`src/rtl/icache_axi_rd_bridge_pkg.sv`:
```
// Shared types and derivation helpers for the icache AXI refill bridge.
package icache_axi_rd_bridge_pkg;

    localparam logic [1:0] AXI_BURST_INCR = 2'b01;

    localparam logic [1:0] AXI_RESP_OKAY   = 2'b00;
    localparam logic [1:0] AXI_RESP_EXOKAY = 2'b01;
    localparam logic [1:0] AXI_RESP_SLVERR = 2'b10;
    localparam logic [1:0] AXI_RESP_DECERR = 2'b11;

    typedef enum logic [1:0] {
        ST_IDLE = 2'd0,
        ST_AR   = 2'd1,
        ST_R    = 2'd2,
        ST_DONE = 2'd3
    } bridge_state_e;

    function automatic int unsigned calc_beats(input int unsigned line_bytes,
                                               input int unsigned data_w);
        return (line_bytes * 8) / data_w;
    endfunction

    function automatic int unsigned calc_off_w(input int unsigned line_bytes);
        return $clog2(line_bytes);
    endfunction

    // Counter needs at least one bit even for single-beat lines.
    function automatic int unsigned calc_cnt_w(input int unsigned beats);
        return (beats > 1) ? $clog2(beats) : 1;
    endfunction

endpackage

```
`src/rtl/icache_axi_rd_bridge.sv`:
```
// Icache miss refill engine: one line request becomes one AXI4 INCR read burst,
// beats are forwarded to the cache and assembled into a line with a sticky error.
module icache_axi_rd_bridge
    import icache_axi_rd_bridge_pkg::*;
#(
    parameter int unsigned     ADDR_W     = 32,
    parameter int unsigned     DATA_W     = 64,
    parameter int unsigned     LINE_BYTES = 16,
    parameter int unsigned     ID_W       = 4,
    parameter logic [ID_W-1:0] AXI_ID     = '0
) (
    input  logic                    clk,
    input  logic                    rst,
    input  logic                    rd_req,
    input  logic [ADDR_W-1:0]       rd_addr,
    output logic                    rd_ready,
    output logic                    beat_valid,
    output logic                    beat_last,
    output logic [1:0]              beat_resp,
    output logic [DATA_W-1:0]       beat_data,
    output logic                    line_valid,
    output logic [LINE_BYTES*8-1:0] line_data,
    output logic                    line_err,
    output logic                    arvalid,
    input  logic                    arready,
    output logic [ADDR_W-1:0]       araddr,
    output logic [ID_W-1:0]         arid,
    output logic [7:0]              arlen,
    output logic [2:0]              arsize,
    output logic [1:0]              arburst,
    input  logic                    rvalid,
    output logic                    rready,
    input  logic [DATA_W-1:0]       rdata,
    input  logic [1:0]              rresp,
    input  logic                    rlast,
    input  logic [ID_W-1:0]         rid
);

    localparam int unsigned       BEATS     = calc_beats(LINE_BYTES, DATA_W);
    localparam int unsigned       LINE_W    = LINE_BYTES * 8;
    localparam int unsigned       OFF_W     = calc_off_w(LINE_BYTES);
    localparam int unsigned       CNT_W     = calc_cnt_w(BEATS);
    localparam logic [CNT_W-1:0]  CNT_MAX   = CNT_W'(BEATS - 1);
    localparam logic [ADDR_W-1:0] LINE_MASK = ~ADDR_W'((64'd1 << OFF_W) - 64'd1);

    bridge_state_e     state_q, state_d;
    logic [ADDR_W-1:0] araddr_q, araddr_d;
    logic [CNT_W-1:0]  cnt_q, cnt_d;
    logic              err_q, err_d;
    logic [LINE_W-1:0] line_q, line_d;
    logic              line_valid_q, line_valid_d;
    logic              line_err_q, line_err_d;
    logic              beat_err;

    // A beat is faulty on a bad response, a foreign ID, or rlast not matching the final slot.
    always_comb begin
        beat_err = (rresp != AXI_RESP_OKAY) | (rid != AXI_ID) | (rlast != (cnt_q == CNT_MAX));
    end

    always_comb begin
        state_d      = state_q;
        araddr_d     = araddr_q;
        cnt_d        = cnt_q;
        err_d        = err_q;
        line_d       = line_q;
        line_valid_d = 1'b0;
        line_err_d   = 1'b0;
        case (state_q)
            ST_IDLE: begin
                if (rd_req) begin
                    araddr_d = rd_addr & LINE_MASK;
                    cnt_d    = '0;
                    err_d    = 1'b0;
                    state_d  = ST_AR;
                end
            end
            ST_AR: begin
                if (arready) begin
                    state_d = ST_R;
                end
            end
            ST_R: begin
                if (rvalid) begin
                    // Saturating counter: overrun beats keep landing in the last slot.
                    for (int unsigned k = 0; k < BEATS; k++) begin
                        if (cnt_q == CNT_W'(k)) begin
                            line_d[k*DATA_W +: DATA_W] = rdata;
                        end
                    end
                    if (cnt_q != CNT_MAX) begin
                        cnt_d = cnt_q + CNT_W'(1);
                    end
                    err_d = err_q | beat_err;
                    if (rlast) begin
                        state_d      = ST_DONE;
                        line_valid_d = 1'b1;
                        line_err_d   = err_q | beat_err;
                    end
                end
            end
            ST_DONE: begin
                state_d = ST_IDLE;
            end
            default: begin
                state_d = ST_IDLE;
            end
        endcase
    end

    always_ff @(posedge clk) begin
        if (rst) begin
            state_q      <= ST_IDLE;
            araddr_q     <= '0;
            cnt_q        <= '0;
            err_q        <= 1'b0;
            line_q       <= '0;
            line_valid_q <= 1'b0;
            line_err_q   <= 1'b0;
        end else begin
            state_q      <= state_d;
            araddr_q     <= araddr_d;
            cnt_q        <= cnt_d;
            err_q        <= err_d;
            line_q       <= line_d;
            line_valid_q <= line_valid_d;
            line_err_q   <= line_err_d;
        end
    end

    // Handshake strobes are straight decodes of the state register.
    assign rd_ready   = (state_q == ST_IDLE);
    assign arvalid    = (state_q == ST_AR);
    assign rready     = (state_q == ST_R);
    assign araddr     = araddr_q;
    assign arid       = AXI_ID;
    assign arlen      = 8'(BEATS - 1);
    assign arsize     = 3'($clog2(DATA_W / 8));
    assign arburst    = AXI_BURST_INCR;

    assign beat_valid = rvalid & rready;
    assign beat_last  = rlast;
    assign beat_resp  = rresp;
    assign beat_data  = rdata;

    assign line_valid = line_valid_q;
    assign line_data  = line_q;
    assign line_err   = line_err_q;

endmodule

```
`config.mk`:
```
export PLATFORM = sky130hd
export DESIGN_NAME = icache_axi_rd_bridge
export DESIGN_NICKNAME = d
export VERILOG_FILES = /design/src/rtl/icache_axi_rd_bridge_pkg.sv /design/src/rtl/icache_axi_rd_bridge.sv
export SDC_FILE = /design/constraint.sdc
export NUM_CORES = 1
export LEC_CHECK = 0
export ABC_AREA = 0
export CAP_MARGIN = 20
export CORE_MARGIN = 1
export CORE_UTILIZATION = 36
export DETAILED_ROUTE_END_ITERATION = 7
export DONT_BUFFER_PORTS = 1
export GPL_ROUTABILITY_DRIVEN = 0
export PLACE_DENSITY = 0.47
export SKIP_LAST_GASP = 1
export SLEW_MARGIN = 20
export SYNTH_ARGS = -nofsm -noshare
export SYNTH_HDL_FRONTEND = slang
export SYNTH_SLANG_ARGS = --single-unit
```
`constraint.sdc`:
```
create_clock -name clk -period 1.8 [get_ports clk]
set_input_delay 0.18 -clock clk [delete_from_list [all_inputs] [get_ports clk]]
set_output_delay 0.18 -clock clk [all_outputs]
set_load 0.1 [all_outputs]
```
Word-level counts from Yosys, hierarchy flattened. Index checks and enable logic that the tools add are counted.

Register bits: 162. Output and inout bits: 250. Logic and storage cells: 48.

Add/sub/neg operators: 1. Equality and inequality tests: 8. Multiplexer cells: 12. Bitwise gates (word level): 8. Reduce and logical (&&, ||, !) cells: 11.

Operators with widths (number): $reduce_and 3->1 (3); $mux 2 (4); $pmux 2 s4 (1); $mux 1 (5); $eq 2x2->1 const B (2); $ne 2x1->1 const B (2); $ne 2x2->1 const B (2); $not 1->1 (4); $pmux 1 s2 (2); $reduce_and 4->1 (1); $reduce_bool 2->1 (2); $reduce_bool 4->1 (1); $reduce_or 4->1 (1); $or 1x1->1 (3); $reduce_or 3->1 (1); $eq 2x1->1 const B (1); $logic_not 2->1 (1); $reduce_and 2->1 (1); $add 1x1->1 const B (1); $and 1x1->1 (1); $ne 1x1->1 (1).

Logic depth before layout (Yosys ltp). Gate-level depths: netlist (run 1).

Depth in word-level cells: 6. Mapped depth: 8. Mapped depth without buffers: 6.

Least setup slack after synthesis (run 1). No wires, ideal clock.

Path type: reg-to-output. Start: register state_q[0]. End: output port beat_valid. Arrival time: 2.166 ns. Required time: 1.620 ns. Setup slack: -0.546 ns. Stages on the path, launching flop included: 6. Path buffers: 1. Path through: dfxtp_1 > inv_1 > ha_1 > buf_6 > nand2_8 > inv_1.

Longest elaborated chain between the ends: 2.

RTL lines: start: declaration (line icache_axi_rd_bridge.sv:46) `bridge_state_e state_q, state_d;`; start signal: assignment (line icache_axi_rd_bridge.sv:120) `state_q <= state_d;`; $eq 2x2->1 (line icache_axi_rd_bridge.sv:133) `assign rready = (state_q == ST_R);`; via rready (line icache_axi_rd_bridge.sv:32) `output logic rready,`; $and 1x1->1 (line icache_axi_rd_bridge.sv:140) `assign beat_valid = rvalid & rready;`; end: declaration (line icache_axi_rd_bridge.sv:17) `output logic beat_valid,`.

The timed path passes the listed nets, and every way through them passes these cells.

Worst setup path in the final report (run 1).
Start: register state_q[0]. End: output port beat_valid.

Longest elaborated chain between the ends: 2.

RTL lines (line): $eq 2x2->1 (icache_axi_rd_bridge.sv:133); $and 1x1->1 (icache_axi_rd_bridge.sv:140).

No other way between the ends.

==> results by group, run 1 <==
Final layout
  – Antenna cells: 0
  – Nets: 995
  – Area growth, synth to finish: 20.1%
  – Layout cells sized above 1: 26.5%
  – Layout Utilization: between 40 and 50%
  – Fillers: between 1500 and 2000

Floorplan
  – Core area: between 0.015 and 0.02 sq mm
  – Die ar.: between 0.015 and 0.02 sq mm
  – Die Wd: ~140 microns
  – Top Ports: about 360
  – Die Span Y: about 140 microns
  – Initial core utilization: between 30% and 40%
  – Core Rows: between 40 and 50

Min path
  – Hold path depth: 1
  – Min-Delay Path Class: in -> reg

Route
  – Wire per inst: approximately 16 microns
  – Residual DRC: 0
  – DRT met1 WL: 6850 microns
  – WL met3: approximately 1700 microns
  – DRT iter0 DRCs: about 260
  – WL final: 17700 microns
  – Vias: roughly 5400
  – Drt pass-1 iters: 4
  – Metal2 WL: around 8900 microns
  – Post-DRT Antenna Nets: 0
  – Vias per cell: 4.78
  – DR top layer: met4

Timing
  – Final Slew Violations: 0
  – Final hold viol count: roughly 160
  – Min cycle time layout: roughly 1700 ps
  – Max Freq: approximately 0.59 GHz
  – Total Neg Setup Slack: 0 ps
  – Worst hold margin: -162 ps
  – Final setup fails: 0
  – Final period utilization: about 95%
  – Final Skew: around 12 ps
  – RSZ-0062 raised after global routing: false

Critical path
  – Crit path capture type: primary output
  – CP max stage delay: about 320 ps
  – Stages on worst setup path: 5
  – CP cell instances: inv_1, ha_4, nand2_8, inv_1, buf_12
  – Crit-path most repeated cell: inv_1
  – CP required: between 1500 and 2000 ps
  – Worst r2r path cells: 7
  – Kind of cell adding the most delay to the critical path: buffers and inverters
  – Slowest library cell on the worst path: dfxtp_1
  – Peak fanout along the critical path: 6
  – CP bufs+invs: 3
  – Startpoint Class: flop
  – WS Path Type: reg -> out
  – Worst EP arrival: ~1500 ps

Job
  – Max-Cap Viols: 0

Yosys
  – Syn Inst Count: 809
  – Leading area contributor after synthesis: dfxtp_1
  – Syn_area_per_cell: approximately 8.2 sq um
  – Yosys top cell area share: 49.0%
  – Cell Area, Synth: roughly 0.0066 sq mm
  – Main flop type after synthesis: dfxtp_1
  – Asr flop ratio synth: 0%
  – Post-synth EDFFs: 0
  – Unique masters post-synth: 31
  – Top-count cell post-synth: nand2_1
  – Synth top cells by count: nand2_1 (314), dfxtp_1 (162), a21oi_1 (139)
  – FF+latch count, synth: ~160
  – Share of the yosys chip area belonging to registers: roughly 49%
  – Largest cells by area after synthesis: dfxtp_1 (49%), nand2_1 (18%), a21oi_1 (11%)
  – Yosys warns: 0

Power and ir drop
  – Cell Int Power: between 6 and 7 mW
  – Flop pwr share: approximately a third
  – Comb pwr share: 37.2%
  – VDD IR-drop max: roughly 0.00081 V
  – Switching power: around 5.3 mW
  – Sw Ratio: about 44%
  – P_leak: between 3 and 4 nW
  – Clock share of power: between 20% and 30%
  – Pwr Density: 1520 mW/mm^2

Clock tree
  – Num CTS Buffers: 17
  – Worst-Skew Late Latency: approximately 420 ps
  – CTS root buffer: clkbuf_16
  – Sink Count: around 160
  – Clk buf depth: 2
  – CTS tree: built
  – Clk slew on worst S/H paths: ~70 ps
  – Htree depth: 4

Global route
  – Total track usage: a little under a fifth
  – GR Overflow Total: 0
  – Initial antenna violation count: 0
  – First-pass GRT wire length: 25600 microns
  – Vias in the first global route: about 4900
  – Largest net degree at the start of global routing: about 160

Run status
  – Status: finished, violations left
  – Violated checks: hold timing

Place
  – IO buf count: 0
  – Dpl hpwl: about 12000 microns
cell usage in the layout, fill, tap and decap left out, drive strengths merged, types with 2 or more instances in the layout:
| master | n |
|---|---|
| nor2 | 5 |
| dfxtp | 162 |
| clkbuf | 18 |
| a21oi | 160 |
| nand2 | 316 |
| clkinvlp | 2 |
| nand3 | 2 |
| ha | 4 |
| nor3 | 2 |
| nor4 | 3 |
| inv | 11 |
| conb | 21 |
| buf | 174 |
| clkinv | 5 |
final cells by class:
type	instances	area [sq um]	share of cell area (%)
Timing Repair Buffer	175	1390	17.5
Clock inverter	14	145	1.83
Sequential cell	162	3240	40.8
Tap cell	229	287	3.61
Inverter	5	21.3	0.268
Multi-Input combinational cell	522	2430	30.6
Clock buffer	18	429	5.40
repair_timing:
item | 4_1_cts | 5_1_grt
hold endpoints to repair | 162 | 161
endpoints found under the setup margin | 0 | 1
resized for setup | 0 | 0
buffers inserted | 0 | 1
final timing paths:
kind	from	end	slack (ps)
max	state_q[0]	beat_valid	100
min	rst	line_data[33]	-160
max reg2reg	state_q[0]	line_data[87]	190
min reg2reg	line_data[77]	line_data[77]	460
registers in the layout, indices dropped and copies added, names as in the netlist:
name / count
araddr: 28
cnt_q: 1
err_q: 1
line_data: 128
line_err: 1
line_valid: 1
state_q: 2
logic make-up after synthesis:
| logic type | Yosys count | share of synthesized area, % |
|---|---|---|
| fa+ha+maj | 4 | 0.757 |
| other cells | 2 | 0.114 |
| flops | 162 | 49.0 |
| compound gates | 163 | 14.0 |
| buf+inv | 144 | 15.6 |
| xor+xnor | 1 | 0.132 |
| mux | 1 | 0.151 |
| simple gates | 332 | 20.2 |
metrics by stage:
| step | hold WS (ps) | std cells | instance area [sq um] | total power, mW | setup slack [ps] |
|---|---|---|---|---|---|
| 2_1_floorplan | 316 | 828 | 6700 | 8.56 | -60.4 |
| 3_3_place_gp | 257 | 1091 | 7350 | 8.53 | 289 |
| 3_5_place_dp | 257 | 1091 | 7350 | 8.60 | 215 |
| 4_1_cts | -204 | 1123 | 7930 | 12.2 | 22.1 |
| 5_1_grt | -202 | 1125 | 7940 | 12.5 | 13.1 |
| 6_report | -162 | 1125 | 7940 | 12.1 | 95.7 |
per-layer routing:
| metal | track usage, % | vias to the layer above |
|---|---|---|
| met1 | 19.8 | 2481 |
| met3 | 6.00 | 20 |
| met4 | 7.33 | 0 |
| met5 | 0 | - |
| met2 | 32.0 | 253 |
| li1 | - | 2625 |
worst register-to-register path: stages (launching register included):
cell,delay [ps]
dfxtp_1,350
inv_1,110
ha_4,220
buf_4,160
nand3_2,100
buf_4,320
nand2_1,100
a21oi_1,170
power groups by stage:
stage / sequential (mW) / combinational (mW) / clock, mW
after global routing: 4.06 / 4.68 / 3.78
final: 4.03 / 4.49 / 3.54
after CTS: 4.03 / 4.50 / 3.63
after floorplan: 6.18 / 2.38 / 0
after detailed placement: 4.11 / 4.49 / 0
after global placement: 4.10 / 4.43 / 0
Note: power is estimated with default switching activity, not from simulation.
==> run 2: changes to the inputs <==
SLEW_MARGIN = not set   (was 20)
==> results of run 2 <==
The final DEF is identical to that of run 1; final timing and power are the same.
==> run 3: changes to the inputs <==
REMOVE_ABC_BUFFERS = 1   (was not set)
==> run 3 against run 2 <==
Effect of this change: the run still ends with hold timing left; critical path type is now reg -> reg; clock power is 9.3% higher; largest cell class unchanged; sequential share of layout area fell by 0.73 points; highest routed layer unchanged; register-to-register slack worse by 80 ps.
==> results by group, run 3 (same netlist as run 1, synthesis figures left out) <==
Global route
  – First-pass GRT wire length: approximately 25000 microns
  – Vias in the first global route: just under 5000
  – GR Overflow Total: 0
  – Initial antenna violation count: 0
  – Total track usage: between 10% and 20%
  – Largest net degree at the start of global routing: around 160

Timing
  – Final worst slack: between 100 and 150 ps
  – Max Freq: ~0.59 GHz
  – Total Neg Setup Slack: 0 ps
  – RSZ-0062 raised after global routing: false
  – Final Skew: between 15 and 20 ps
  – Final setup fails: 0
  – Final period utilization: a little over nine tenths
  – Worst hold margin: -180 ps
  – Final hold viol count: 160
  – Min cycle time layout: roughly 1700 ps
  – Final Slew Violations: 0

Power and ir drop
  – Power, Total: about 12 mW
  – P_leak: between 3 and 4 nW
  – Pwr Density: 1530 mW/mm^2
  – VDD IR-drop max: roughly 0.00085 V

Place
  – Post-DP Area: approximately 0.0074 sq mm
  – Post-place setup slack: slightly below 70 ps
  – Dpl hpwl: approximately 12000 microns
  – IO buf count: 0
  – Placed Cells: around 1100

Route
  – WL final: about 17000 microns
  – Vias per cell: approximately 4.7
  – Drt pass-1 iters: 6
  – Wire per inst: approximately 15 microns
  – Vias: between 5000 and 6000
  – Residual DRC: 0
  – Post-DRT Antenna Nets: 0
  – DRT iter0 DRCs: 236

Clock tree
  – CTS tree: built
  – Clk slew on worst S/H paths: approximately 60 ps
  – Hold-fix buffers, CTS: 5
  – Worst-Skew Late Latency: about 420 ps
  – CTS root buffer: clkbuf_16
  – Htree depth: 4
  – Clk buf depth: 2
  – Sink Count: around 160
  – Num CTS Buffers: 17

Run status
  – Status: finished, violations left
  – Violated checks: hold timing

Critical path
  – WS Path Type: reg -> reg
  – Peak fanout along the critical path: 5
  – Crit path capture type: flop
  – Startpoint Class: flop
  – Worst EP arrival: between 2000 and 2500 ps
  – CP required: approximately 2200 ps

Final layout
  – Commonest non-fill, non-tap cell in the layout: nand2_1
  – Final std cells w/o fill: 1129
  – Area growth, synth to finish: 22.3%
  – Multi-input logic area: 0.00242 sq mm
  – Most frequent cells in the layout: nand2_1 (314), buf_4 (166), dfxtp_1 (162)
  – Register Area: between 0.003 and 0.004 sq mm
  – Layout cells sized above 1: between 20% and 30%
  – Number of flip-flops in the largest register: 128
  – Antenna cells: 0
  – Fin area: 0.00809 sq mm
  – Nets: 1000
  – Fillers: between 1500 and 2000

Floorplan
  – Top Ports: around 360
  – Die ar.: roughly 0.019 sq mm
  – Initial core utilization: 36.8%
  – Die Span Y: 138 microns
  – Die Wd: 138 microns
  – Core Rows: slightly below 50
  – Core area: roughly 0.018 sq mm

Min path
  – Min-Delay Path Class: in -> reg

Job
  – Max-Cap Viols: 0
run 3: cell types whose count changed in the layout (fill, tap and decap cells not counted), moves of 2 or more:
cell / delta
dlygate4sd3_1: +4
clkinvlp_4: -2
inv_8: -3
buf_4: -2
buf_12: +3
clkbuf_8: +5
bufinv_16: +2
run 3: final timing paths:
| kind | startpoint | endpoint | slack, ps | cells past startpoint |
|---|---|---|---|---|
| max | state_q[0] | line_err | 110 | 6 |
| min | rst | line_data[126] | -180 | 1 |
| max reg2reg | state_q[0] | line_err | 110 | 6 |
| min reg2reg | line_data[106] | line_data[106] | 450 | 2 |
run 3: layer usage:
layer / wire length (microns) / track usage, %
met1: 6450 / 17.7
met2: 8600 / 31.0
met3: 1540 / 5.78
met4: 259 / 6.35
met5: 0 / 0
run 3: layout make-up:
type,count,share of cell area (%)
sequential,162,40.1
multi-input combinational,522,30.0
timing repair buffer,180,18.3
clock buffer,22,6.11
tap,229,3.54
clock inverter,9,1.76
inverter,5,0.263
run 3: what timing repair did:
| action | 4_1_cts | 5_1_grt |
|---|---|---|
| pin swaps | 0 | 1 |
| setup buffers | 0 | 2 |
| gates resized for setup | 2 | 0 |
| endpoints found under the setup margin | 2 | 1 |
| hold endpoints to repair | 162 | 160 |
run 3: stage by stage:
step / utilization, % / hold WS [ps]
3_5_place_dp: 41.0 / 258
5_1_grt: 45.0 / -206
4_1_cts: 44.9 / -195
6_report: 45.0 / -180
3_3_place_gp: 41.0 / 260
2_1_floorplan: - / 242
run 3: power by group:
part	total (mW)	switching [mW]	internal (mW)
Combinational	4.49	3.56	0.930
Clock	3.87	1.48	2.38
Sequential	4.03	0.132	3.90
run 3: critical path, cell delays in order (launching register included):
cell and delay (ps):
dfxtp_1 330, inv_1 140, ha_4 220, nand2_8 90, nor3b_1 170, dlygate4sd3_1 590
o21a_1 110
